### src/rtl/ram_port_arbiter.sv
// ram_port_arbiter: shares one single-port RAM between the CPU memory path and
// the I/O port path. One transaction at a time; round-robin on contention.
// Optional build macro CPU_FIXED_PRIORITY_EN: CPU always wins a tie.
module ram_port_arbiter #(
   parameter int ADDR_W = 9,
   parameter int DATA_W = 32,
   parameter int RD_LAT = 1
) (
   input  logic              Clock,
   input  logic              Clear,
   input  logic              cpu_req,
   input  logic              cpu_we,
   input  logic [ADDR_W-1:0] cpu_addr,
   input  logic [DATA_W-1:0] cpu_wdata,
   output logic              cpu_done,
   output logic [DATA_W-1:0] cpu_rdata,
   input  logic              io_req,
   input  logic              io_we,
   input  logic [ADDR_W-1:0] io_addr,
   input  logic [DATA_W-1:0] io_wdata,
   output logic              io_done,
   output logic [DATA_W-1:0] io_rdata,
   output logic [ADDR_W-1:0] ram_addr,
   output logic [DATA_W-1:0] ram_din,
   output logic              ram_we,
   input  logic [DATA_W-1:0] ram_dout,
   output logic              busy,
   output logic              grant_io
);

   if (RD_LAT < 1 || RD_LAT > 4) begin : g_bad_rd_lat
      $fatal(1, "ram_port_arbiter: RD_LAT must be in 1..4");
   end

   typedef enum logic [1:0] {
      IDLE,
      ACCESS,
      WAIT,
      RESP
   } state_t;

   state_t              state;
   state_t              state_nxt;
   logic                last_grant_io;
   logic                lat_we;
   logic [ADDR_W-1:0]   lat_addr;
   logic [DATA_W-1:0]   lat_wdata;
   logic [2:0]          wait_cnt;
   logic                take;
   logic                pick_io;

   // RAM address and write data always reflect the latched transaction
   assign ram_addr = lat_addr;
   assign ram_din  = lat_wdata;

   // Arbitration: only sampled in IDLE; ties go to the requester not served last
   always_comb begin
      take    = 1'b0;
      pick_io = 1'b0;
      if (state == IDLE) begin
         if (cpu_req && io_req) begin
            take = 1'b1;
`ifdef CPU_FIXED_PRIORITY_EN
            pick_io = 1'b0;
`else
            pick_io = ~last_grant_io;
`endif
         end else if (cpu_req) begin
            take = 1'b1;
         end else if (io_req) begin
            take    = 1'b1;
            pick_io = 1'b1;
         end
      end
   end

   // Next-state and decoded outputs
   always_comb begin
      state_nxt = state;
      ram_we    = 1'b0;
      cpu_done  = 1'b0;
      io_done   = 1'b0;
      busy      = (state != IDLE);
      case (state)
         IDLE: begin
            if (take) state_nxt = ACCESS;
         end
         ACCESS: begin
            ram_we    = lat_we;
            state_nxt = lat_we ? RESP : WAIT;
         end
         WAIT: begin
            if (wait_cnt == 3'd1) state_nxt = RESP;
         end
         RESP: begin
            cpu_done  = ~grant_io;
            io_done   = grant_io;
            state_nxt = IDLE;
         end
         default: state_nxt = IDLE;
      endcase
   end

   // State register
   always_ff @(posedge Clock or negedge Clear) begin
      if (!Clear) state <= IDLE;
      else        state <= state_nxt;
   end

   // Latch the winning request and remember the owner
   always_ff @(posedge Clock or negedge Clear) begin
      if (!Clear) begin
         grant_io      <= 1'b0;
         last_grant_io <= 1'b1;
         lat_we        <= 1'b0;
         lat_addr      <= '0;
         lat_wdata     <= '0;
      end else if (take) begin
         grant_io      <= pick_io;
         last_grant_io <= pick_io;
         lat_we        <= pick_io ? io_we    : cpu_we;
         lat_addr      <= pick_io ? io_addr  : cpu_addr;
         lat_wdata     <= pick_io ? io_wdata : cpu_wdata;
      end
   end

   // Read-latency counter and capture of read data into the owner's register
   always_ff @(posedge Clock or negedge Clear) begin
      if (!Clear) begin
         wait_cnt  <= '0;
         cpu_rdata <= '0;
         io_rdata  <= '0;
      end else if (state == ACCESS && !lat_we) begin
         wait_cnt <= 3'(RD_LAT);
      end else if (state == WAIT) begin
         if (wait_cnt == 3'd1) begin
            if (grant_io) io_rdata  <= ram_dout;
            else          cpu_rdata <= ram_dout;
         end else begin
            wait_cnt <= wait_cnt - 3'd1;
         end
      end
   end

endmodule

### config.mk
export PLATFORM = sky130hd
export DESIGN_NAME = ram_port_arbiter
export DESIGN_NICKNAME = d
export VERILOG_FILES = /design/src/rtl/ram_port_arbiter.sv
export SDC_FILE = /design/constraint.sdc
export NUM_CORES = 1
export LEC_CHECK = 0
export CAP_MARGIN = 20
export CORE_MARGIN = 1
export CORE_UTILIZATION = 42
export CTS_CLUSTER_DIAMETER = 50
export DETAILED_ROUTE_END_ITERATION = 6
export PLACE_DENSITY = 0.85
export SLEW_MARGIN = 25
export SYNTH_ARGS = -nofsm -noshare
export SYNTH_HDL_FRONTEND = slang
export SYNTH_SLANG_ARGS = --single-unit
### constraint.sdc
create_clock -name Clock -period 2.4 [get_ports Clock]
set_clock_uncertainty 0.1 [all_clocks]
set_input_delay 0.72 -clock Clock [delete_from_list [all_inputs] [get_ports Clock]]
set_output_delay 0.72 -clock Clock [all_outputs]
set_load 0.02 [all_outputs]
==> flow_summary.ini <==
[power_and_ir_drop]
vdd_ir_drop_max_mv = 0.594
p_total_mw = 11.6
power.density_cell_area_nw_per_um2 = 1410
power.static_leakage_nw = 3.45

[sta]
worst_slack_ns = 0.0741
period_share_pct = 96.9
max_slew.worst_pin.slew_ns = 0.364
hold_viol_final = 0
grt_setup_unrepaired = no
final_number_of_max_transition_violations = 0
max_slew_headroom_pct = 75.8
fmaxAchievable_mhz = 430
setup_viol_count_final = 0
layout_min_cycle_time_ns = 2.33

[drt]
vias = 4148
drt_iter0_markers = 245
drt-pass1-iter-count = 4
postRouteAntennaNets = 0
avgViaCountPerCell = 5.11
routedWlPerCell_um = 16.6
drt_wl_total_um = 13500
drt_drc_violations_left = 0

[place]
dp.final_hpwl_um = 9620
numPortBuffers = 229
post-place-ws_ns = -0.0251
gp_routability_congestion = 0.743

[worst_setup_path]
critPathTopFamily = flip-flops
cp-end-kind = output pin
worst_setup_path_start_kind = flop
worst_ep_required_time_ns = 1.58
arrival_ns = 1.51
critical_path_start_end_classification = flop to output pin
critical-path-max-stage-delay_ns = 0.42
timing.critical_path.depth = 3
critical-path-slowest-cell = sky130_fd_sc_hd__dfrtp_1
cp_cell_sequence = ha_1 -> nor2b_1 -> dlygate4sd2_1
cp_num_buf_inv = 1
timing.reg2reg.worst_path_depth = 5
critPathMaxFanout = 4

[clocking]
worstSkewPairLatency_ns = 0.40
postCtsSetupRepairBufs = 0
cts-hold-fix-buffers = 0
post_cts_resize_count = 8
clk_slew_on_worst_s_h_paths_ns = 0.05
cts.sink_count = 113
cts_tree = built
cts_buffers = 17
htreeDepth = 4
root_buffer = sky130_fd_sc_hd__clkbuf_16
max-clock-path-buffers = 2

[floorplanning]
die_y_um = 113
coreArea_um2 = 12000
rows = 40
top_level_ports = 230
die_area_um2 = 12700
initial_core_util_pct = 42.9
floorplan.die.width_um = 113

[yosys]
yosysWarningCount = 0
synthesis.instances = 421
netlist_area_um2 = 5160
netlist-cell-type-count = 34
synth-seq-area-share_pct = 54.9
synth_seq_cells = 113
synth_area_per_cell_um2 = 12.2
most_instantiated_flip_flop_cell_in_the_synthesis_netlist = sky130_fd_sc_hd__dfrtp_1
syn_nets = 547
synthArstFlopShare_pct = 100
synth-edff-count = 0

[grt]
first_global_vias = 4226
largest_net_degree_at_the_start_of_global_routing = 87
antenna_found_initial = 0
grt-ovfl-total = 0
grt_pass1_wl_um = 21200
gr-usage-all-layers_pct = 21.6

[finish]
area_growth_synth_to_finish_pct = 59.8
finalNetCount = 778
post_route_cells_drive_above_1_share_pct = 25.4
antenna_cells_inserted = 0
layout.core_utilization_pct = 68.6

[outcome]
run_status = finished, final reports clean

[worst_hold_path]
hp-class = input pin to async pin

[run]
max_cap_viol_count = 0
power breakdown:
| group | internal (mW) | switching, mW | total, mW |
|---|---|---|---|
| registers | 2.88 | 0.570 | 3.45 |
| clock network | 1.52 | 0.873 | 2.39 |
| logic | 3.02 | 2.74 | 5.76 |
| total | 7.42 | 4.18 | 11.6 |
per-layer routing:
layer	track usage (%)	wire [µm]	up-vias
met4	8.09	187	0
met2	37.7	6670	180
met3	7.28	1070	15
met5	0	0	-
met1	24.6	5530	1982
li1	-	-	1971
sequential cells by signal (all words and copies together), names as in the netlist:
register	flops
state	2
lat_we	1
cpu_rdata	32
grant_io	1
ram_din	32
io_rdata	32
wait_cnt	3
ram_addr	9
last_grant_io	1
cell usage after synthesis (4+ instances only):
library cell               instances  share of area [%]
sky130_fd_sc_hd__inv_1             8               0.58
sky130_fd_sc_hd__or3b_2           42                7.1
sky130_fd_sc_hd__buf_1             4               0.29
sky130_fd_sc_hd__ha_1              6                1.5
sky130_fd_sc_hd__mux2_2           35                7.6
sky130_fd_sc_hd__nor2_1           44                3.2
sky130_fd_sc_hd__o21ai_0          42                4.1
sky130_fd_sc_hd__mux2_4           30                8.7
sky130_fd_sc_hd__a31oi_1          42                5.1
sky130_fd_sc_hd__clkbuf_1         23                1.7
sky130_fd_sc_hd__dfrtp_1         112                 54
cell families after synthesis:
| logic type | synth area share (%) |
|---|---|
| fa+ha+maj | 1.46 |
| flops | 54.9 |
| buf+inv | 4.22 |
| compound gates | 10.7 |
| mux | 16.4 |
| simple gates | 12.4 |
placed cells by master, fill, tap and decap left out, types with 2 or more instances in the layout:
master                            instances
sky130_fd_sc_hd__and2_2                   2
sky130_fd_sc_hd__clkbuf_16               17
sky130_fd_sc_hd__mux2_2                  35
sky130_fd_sc_hd__and2_1                   2
sky130_fd_sc_hd__a31oi_1                 42
sky130_fd_sc_hd__inv_1                    8
sky130_fd_sc_hd__mux2_4                  30
sky130_fd_sc_hd__dfrtp_1                112
sky130_fd_sc_hd__o22ai_1                  2
sky130_fd_sc_hd__bufinv_16                2
sky130_fd_sc_hd__ha_1                     6
sky130_fd_sc_hd__o21ai_0                 42
sky130_fd_sc_hd__clkdlybuf4s50_1        224
sky130_fd_sc_hd__buf_2                    2
sky130_fd_sc_hd__a211oi_1                 2
sky130_fd_sc_hd__or3b_2                  42
sky130_fd_sc_hd__clkinv_2                 5
sky130_fd_sc_hd__clkinv_4                 4
sky130_fd_sc_hd__buf_4                   10
sky130_fd_sc_hd__nor2_1                  44
sky130_fd_sc_hd__clkinvlp_4               3
sky130_fd_sc_hd__a21oi_1                  2
sky130_fd_sc_hd__buf_12                   8
worst paths after layout:
path,from,endpoint,slack (ns)
min,Clear,io_rdata[3],0.13
min in group Clock,io_rdata[4],io_rdata[4],0.40
min reg2reg,io_rdata[4],io_rdata[4],0.40
max,state[0],cpu_done,0.07
max reg2reg,state[0],cpu_rdata[18],0.19
max in group asynchronous,Clear,last_grant_io,1.39
stage by stage:
| step | TNS, ns | hold slack (ns) | area (µm²) | cells |
|---|---|---|---|---|
| floorplan | 0 | 0.324 | 5160 | 421 |
| finish | 0 | 0.135 | 8240 | 812 |
| global placement | 0 | 0.385 | 7680 | 780 |
| detailed placement | -0.0456 | 0.390 | 7680 | 780 |
| CTS | 0 | 0.117 | 8250 | 812 |
| global route | 0 | 0.139 | 8240 | 812 |
final cells by class:
class / instances / area [µm²]
Clock inverter: 14 / 143
Sequential cell: 113 / 2830
Tap cell: 147 / 184
Inverter: 8 / 30.0
Fill cell: 868 / 3770
Multi-Input combinational cell: 266 / 2120
Timing Repair Buffer: 246 / 2510
Clock buffer: 18 / 429
Power figures use the tool's default switching activity.
